### config.mk
export PLATFORM = sky130hd
export DESIGN_NAME = cpu_sequencer
export DESIGN_NICKNAME = d
export VERILOG_FILES = /design/src/rtl/cpu_sequencer.sv
export SDC_FILE = /design/constraint.sdc
export NUM_CORES = 1
export LEC_CHECK = 0
export CAP_MARGIN = 0
export CORE_MARGIN = 3
export CORE_UTILIZATION = 44
export CTS_BUF_LIST = sky130_fd_sc_hd__clkbuf_16
export CTS_CLUSTER_DIAMETER = 80
export DETAILED_ROUTE_END_ITERATION = 16
export MAX_ROUTING_LAYER = met4
export PLACE_DENSITY_LB_ADDON = 0.15
export SLEW_MARGIN = 20
export SYNTH_ARGS = -nofsm -noshare
export SYNTH_HDL_FRONTEND = slang
export SYNTH_SLANG_ARGS = --single-unit
### constraint.sdc
create_clock -name clk -period 3.05 [get_ports clk]
set_clock_uncertainty 0.2 [all_clocks]
set_input_delay 0.305 -clock clk [delete_from_list [all_inputs] [get_ports clk]]
set_output_delay 0.305 -clock clk [all_outputs]
set_load 0.01 [all_outputs]
### src/rtl/cpu_sequencer.sv
// Multi-cycle control sequencer for a small RV32 subset (R, I-ALU, LW, SW, BEQ).
// Build option: define ILLEGAL_TRAP_EN to trap on unsupported opcodes; otherwise they retire as NOPs.
module cpu_sequencer (
  input  logic        clk,
  input  logic        reset,
  input  logic [31:0] instruction,
  input  logic        zero,
  input  logic        mem_ready,
  output logic [1:0]  ImmSel,
  output logic [3:0]  ALUControl,
  output logic        RegWrite,
  output logic        MemWrite,
  output logic        MemRead,
  output logic        ALUSrc,
  output logic        MemtoReg,
  output logic        PCSrc,
  output logic        pc_en,
  output logic [2:0]  state,
  output logic [31:0] retired,
  output logic        illegal_instr
);

  typedef enum logic [2:0] {
    FETCH   = 3'b000,
    DECODE  = 3'b001,
    EXECUTE = 3'b010,
    MEM     = 3'b011,
    WB      = 3'b100,
    TRAP    = 3'b101
  } state_t;

  localparam logic [6:0] OP_R      = 7'b0110011;
  localparam logic [6:0] OP_I      = 7'b0010011;
  localparam logic [6:0] OP_LOAD   = 7'b0000011;
  localparam logic [6:0] OP_STORE  = 7'b0100011;
  localparam logic [6:0] OP_BRANCH = 7'b1100011;

  state_t     cur;
  logic [6:0] ir_op;
  logic [2:0] ir_f3;
  logic       ir_f7;

  logic       is_r, is_i, is_load, is_store, is_branch, is_legal;
  logic       alt_op;
  logic [3:0] alu_code;
  logic [1:0] imm_code;

  // The branch outcome is resolved by the datapath; zero and the register/immediate fields never reach the sequencer.
  logic unused_inputs;
  assign unused_inputs = &{1'b0, zero, instruction[31], instruction[29:15], instruction[11:7]};

  assign is_r      = (ir_op == OP_R);
  assign is_i      = (ir_op == OP_I);
  assign is_load   = (ir_op == OP_LOAD);
  assign is_store  = (ir_op == OP_STORE);
  assign is_branch = (ir_op == OP_BRANCH);
  assign is_legal  = is_r | is_i | is_load | is_store | is_branch;

  // funct7[5] selects SUB/SRA for R-type, but only SRAI among the immediate forms.
  assign alt_op = ir_f7 & (is_r | (ir_f3 == 3'b101));

  always_comb begin
    alu_code = 4'b0000;
    if (is_branch) begin
      alu_code = 4'b0001;
    end else if (is_r | is_i) begin
      case (ir_f3)
        3'b000:  alu_code = alt_op ? 4'b0001 : 4'b0000;
        3'b001:  alu_code = 4'b0101;
        3'b010:  alu_code = 4'b1000;
        3'b011:  alu_code = 4'b1001;
        3'b100:  alu_code = 4'b0100;
        3'b101:  alu_code = alt_op ? 4'b0111 : 4'b0110;
        3'b110:  alu_code = 4'b0011;
        default: alu_code = 4'b0010;
      endcase
    end
  end

  always_comb begin
    imm_code = 2'b00;
    if (is_store)  imm_code = 2'b01;
    if (is_branch) imm_code = 2'b10;
  end

  // Controls are decoded from the registered state and IR, so reset clears them without waiting for an edge.
  always_comb begin
    ImmSel     = 2'b00;
    ALUControl = 4'b0000;
    ALUSrc     = 1'b0;
    RegWrite   = 1'b0;
    MemWrite   = 1'b0;
    MemRead    = 1'b0;
    MemtoReg   = 1'b0;
    PCSrc      = 1'b0;
    pc_en      = 1'b0;
    if (cur == EXECUTE || cur == MEM || cur == WB) begin
      ImmSel     = imm_code;
      ALUControl = alu_code;
      ALUSrc     = is_i | is_load | is_store;
    end
    case (cur)
      EXECUTE: begin
        PCSrc = is_branch;
`ifdef ILLEGAL_TRAP_EN
        pc_en = is_branch;
`else
        pc_en = is_branch | ~is_legal;
`endif
      end
      MEM: begin
        MemRead  = is_load;
        MemWrite = is_store;
        pc_en    = is_store & mem_ready;
      end
      WB: begin
        RegWrite = 1'b1;
        MemtoReg = is_load;
        pc_en    = 1'b1;
      end
      default: ;
    endcase
  end

`ifdef ILLEGAL_TRAP_EN
  logic illegal_q;
  assign illegal_instr = illegal_q;
`else
  assign illegal_instr = 1'b0;
`endif

  always_ff @(posedge clk or posedge reset) begin
    if (reset) begin
      cur     <= FETCH;
      ir_op   <= 7'd0;
      ir_f3   <= 3'd0;
      ir_f7   <= 1'b0;
      retired <= 32'd0;
`ifdef ILLEGAL_TRAP_EN
      illegal_q <= 1'b0;
`endif
    end else begin
      retired <= retired + 32'(pc_en);
      case (cur)
        FETCH: cur <= DECODE;
        DECODE: begin
          ir_op <= instruction[6:0];
          ir_f3 <= instruction[14:12];
          ir_f7 <= instruction[30];
          cur   <= EXECUTE;
        end
        EXECUTE: begin
          if (is_r | is_i)             cur <= WB;
          else if (is_load | is_store) cur <= MEM;
          else if (is_branch)          cur <= FETCH;
          else begin
`ifdef ILLEGAL_TRAP_EN
            illegal_q <= 1'b1;
            cur       <= TRAP;
`else
            cur <= FETCH;
`endif
          end
        end
        MEM: begin
          if (mem_ready) cur <= is_load ? WB : FETCH;
        end
        WB:      cur <= FETCH;
        TRAP:    cur <= TRAP;
        default: cur <= FETCH;
      endcase
    end
  end

  assign state = cur;

endmodule

==> reports/qor.yml, run 1 <==
yosys_warnings: 0
cts_buffers: 5
wl_per_cell_um: 13.7
dieArea_mm2: 0.00599
cp_data_arrival_time_ps: 2290
synth_nets: 245
drc: 0
hold_depth: 1
reg2reg_from: "state[2]$_DFFE_PP0P_"
tritoncts: "built"
via_count: 1755
netlist_area_mm2: 0.00224
crit_required_ps: 2540
finish.net_count: 312
crit_type: "register to primary output"
reg2reg_slack_ps: 280
synthCells: 207
die_h_um: 77.4
coreArea_mm2: 0.00482
min_to: "retired[31]$_DFF_PP0_"
clock_path_buffers: 2
rr_endpoint: "retired[22]$_DFF_PP0_"
crit_path_max_fanout: 5
setup_violations: 0
relSlewSlack_pct: 38.5
setup.worst_path.end_class: "primary output"
final_cell_mix: "clkdlybuf4s50_1 (61), dfrtp_1 (45), xnor2_1 (26)"
post-route-period-util_pct: 91.6
syn_avg_cell_area_um2: 10.8
ant_nets: 0
gp_congestion: 0.840
timing.fmax_mhz: 358
cts.sinks: 46
final_area_mm2: 0.00310
drv_cap: 0
overflow: 0
finalSetupTns_ps: 0
antenna_found_initial: 0
power_density_mw_per_mm2: 671
dr.pass1.iters: 4
p_comb_share_pct: 33.2
rows: 25
p_clk_share_pct: 23.5
syn_to_final_growth_pct: 38.2
cts_max_level: 2
grt_max_degree: 47
drv_slew: 0
drive_gt1_share_pct: 12.5
hold_class: "register to register"
diodes: 0
reg2regPathDepth: 11
start_util_pct: 46.5
hold_viol: 0
cts.reportedPaths.clkPinSlew_ps: 60
synth_area_leaders: "dfrtp_1 (51%), xnor2_1 (10%), mux2_2 (4.5%), nand4_1 (2.8%), nand3_1 (2.7%)"
final_common_cell: "clkdlybuf4s50_1"
synth-seq-cells: 46
pin_count: 85
leakage_nw: 1.27
intPower_mw: 1.42
seqPwrFrac_pct: 43.3
synth_largest_area_cell: "dfrtp_1"
switching_share_pct: 31.8
hold_start: "retired[31]$_DFF_PP0_"
root_buffer: "clkbuf_16"
synth_edf_count: 0
synth_flop_cell: "dfrtp_1"
hpwl_um: 3430
tightestPinTransition_ps: 921
grt.total_usage_pct: 16.9
synth_top_area_share_pct: 51.3
synthDistinctLibCells: 40
place_area_mm2: 0.00295
routed_wl_um: 4670
port_buffers: 61
clk_latency_ps: 280
viasPerCell: 5.16
finalCriticalPeriod_ps: 2790
critPathLaunchType: "register"
status: "complete, no violations"
p_switching_mw: 0.661
first_global_vias: 1688
fillers: 418
ys_seq_area_share_pct: 51.3
rsz0062_at_grt: "false"
grt_pass1_wl_um: 7910
async_reset_ff_share_pct: 100
drt-initial-drc-count: 80
dieWidth_um: 77.4
ir_drop_uv: 489
==> cells in the mapped netlist, types with 5 or more instances <==
cell type and number:
inv_1 5, nand4_1 10, nor3_1 8, nand3b_1 5
dfrtp_1 46, nand2_1 15, mux2_2 9, nor2_1 9
o21ai_0 6, xnor2_1 26, nand3_1 12, and3_1 7
==> worst max path at each step <==
stage          depth (start not counted)            startpoint                    end  slack (ps)
4_1_cts                               10  ir_op[2]$_DFFE_PP0P_  retired[12]$_DFF_PP0_          70
5_1_grt                               11  state[2]$_DFFE_PP0P_  retired[22]$_DFF_PP0_          60
2_1_floorplan                         12  state[0]$_DFFE_PP0P_  retired[12]$_DFF_PP0_         140
3_3_place_gp                          11  ir_op[2]$_DFFE_PP0P_  retired[22]$_DFF_PP0_          80
3_5_place_dp                          10  ir_op[2]$_DFFE_PP0P_  retired[12]$_DFF_PP0_          80
6_report                               5  ir_op[2]$_DFFE_PP0P_                MemRead         260
==> power groups by stage <==
| stage | Combinational [mW] | Clock [mW] | Sequential [mW] |
|---|---|---|---|
| floorplan | 0.397 | 0 | 0.884 |
| CTS | 0.681 | 0.505 | 0.893 |
| finish | 0.690 | 0.489 | 0.900 |
| global route | 0.757 | 0.528 | 0.927 |
| global placement | 0.664 | 0 | 0.899 |
| detailed placement | 0.677 | 0 | 0.901 |
==> through the flow <==
step                      std cells  power, mW  util, %  worst slack, ps  hold slack, ps
after floorplan                 207       1.28        -              142             222
after global placement          334       1.56     61.2             76.7             261
after detailed placement        334       1.58     61.2             83.7             267
after CTS                       340       2.08     63.9             70.1             274
after global routing            340       2.21     64.3             59.5             304
final                           340       2.08     64.3              257             267
==> critical path: stages (launching register included) <==
cell and delay, ps:
dfrtp_1 370, nand4bb_2 300, buf_4 190, or3_1 370, nor3_1 220, clkdlybuf4s50_1 570
==> kinds of logic after synthesis <==
| family | share of synthesized area [%] |
|---|---|
| adders and majority gates | 1.12 |
| and+or+nand+nor | 23.5 |
| AOI/OAI and AO/OA | 4.35 |
| buffers and inverters | 3.24 |
| xor gates and xnor gates | 11.7 |
| muxes | 4.52 |
| other | 0.167 |
| DFF | 51.3 |
==> timing repair <==
action                                 CTS  global route
setup buffers                            0             0
setup endpoints to repair                0            11
resized for setup                        0             6
hold buffers                             0             0
endpoints found under the hold margin    0             0
==> routing by layer <==
layer  share of wire, %  vias up  GRT usage [%]
li1                   -      866              -
met1                 47      833           22.4
met2                 47       50           25.6
met3                5.0        6           4.41
met4                1.2        0           4.80
met5                  0        -              -
==> final cells by class <==
cell class                      instances  area, um2  area share (%)
Tap cell                               67       83.8            2.71
Clock inverter                          1       3.75           0.121
Inverter                                5       18.8           0.606
Sequential cell                        46       1150            37.2
Multi-Input combinational cell        146       1040            33.4
Clock buffer                            5        125            4.04
Timing Repair Buffer                   70        678            21.9
==> flip-flops by register name, summed over array words and instances, names as in the netlist <==
register,flops
retired,32
ir_f7,1
ir_f3,3
ir_op,7
state,3
(Power assumes the default switching activity.)
==> run 2, diff against run 1 <==
--- a/config.mk
+++ b/config.mk
@@ -5,7 +5,7 @@
 export SDC_FILE = /design/constraint.sdc
 export NUM_CORES = 1
 export LEC_CHECK = 0
-export CAP_MARGIN = 0
+export CAP_MARGIN = 20
 export CORE_MARGIN = 3
 export CORE_UTILIZATION = 44
 export CTS_BUF_LIST = sky130_fd_sc_hd__clkbuf_16
==> results of run 2 <==
Same layout as run 1: the final DEF is identical, and so are final timing and power.
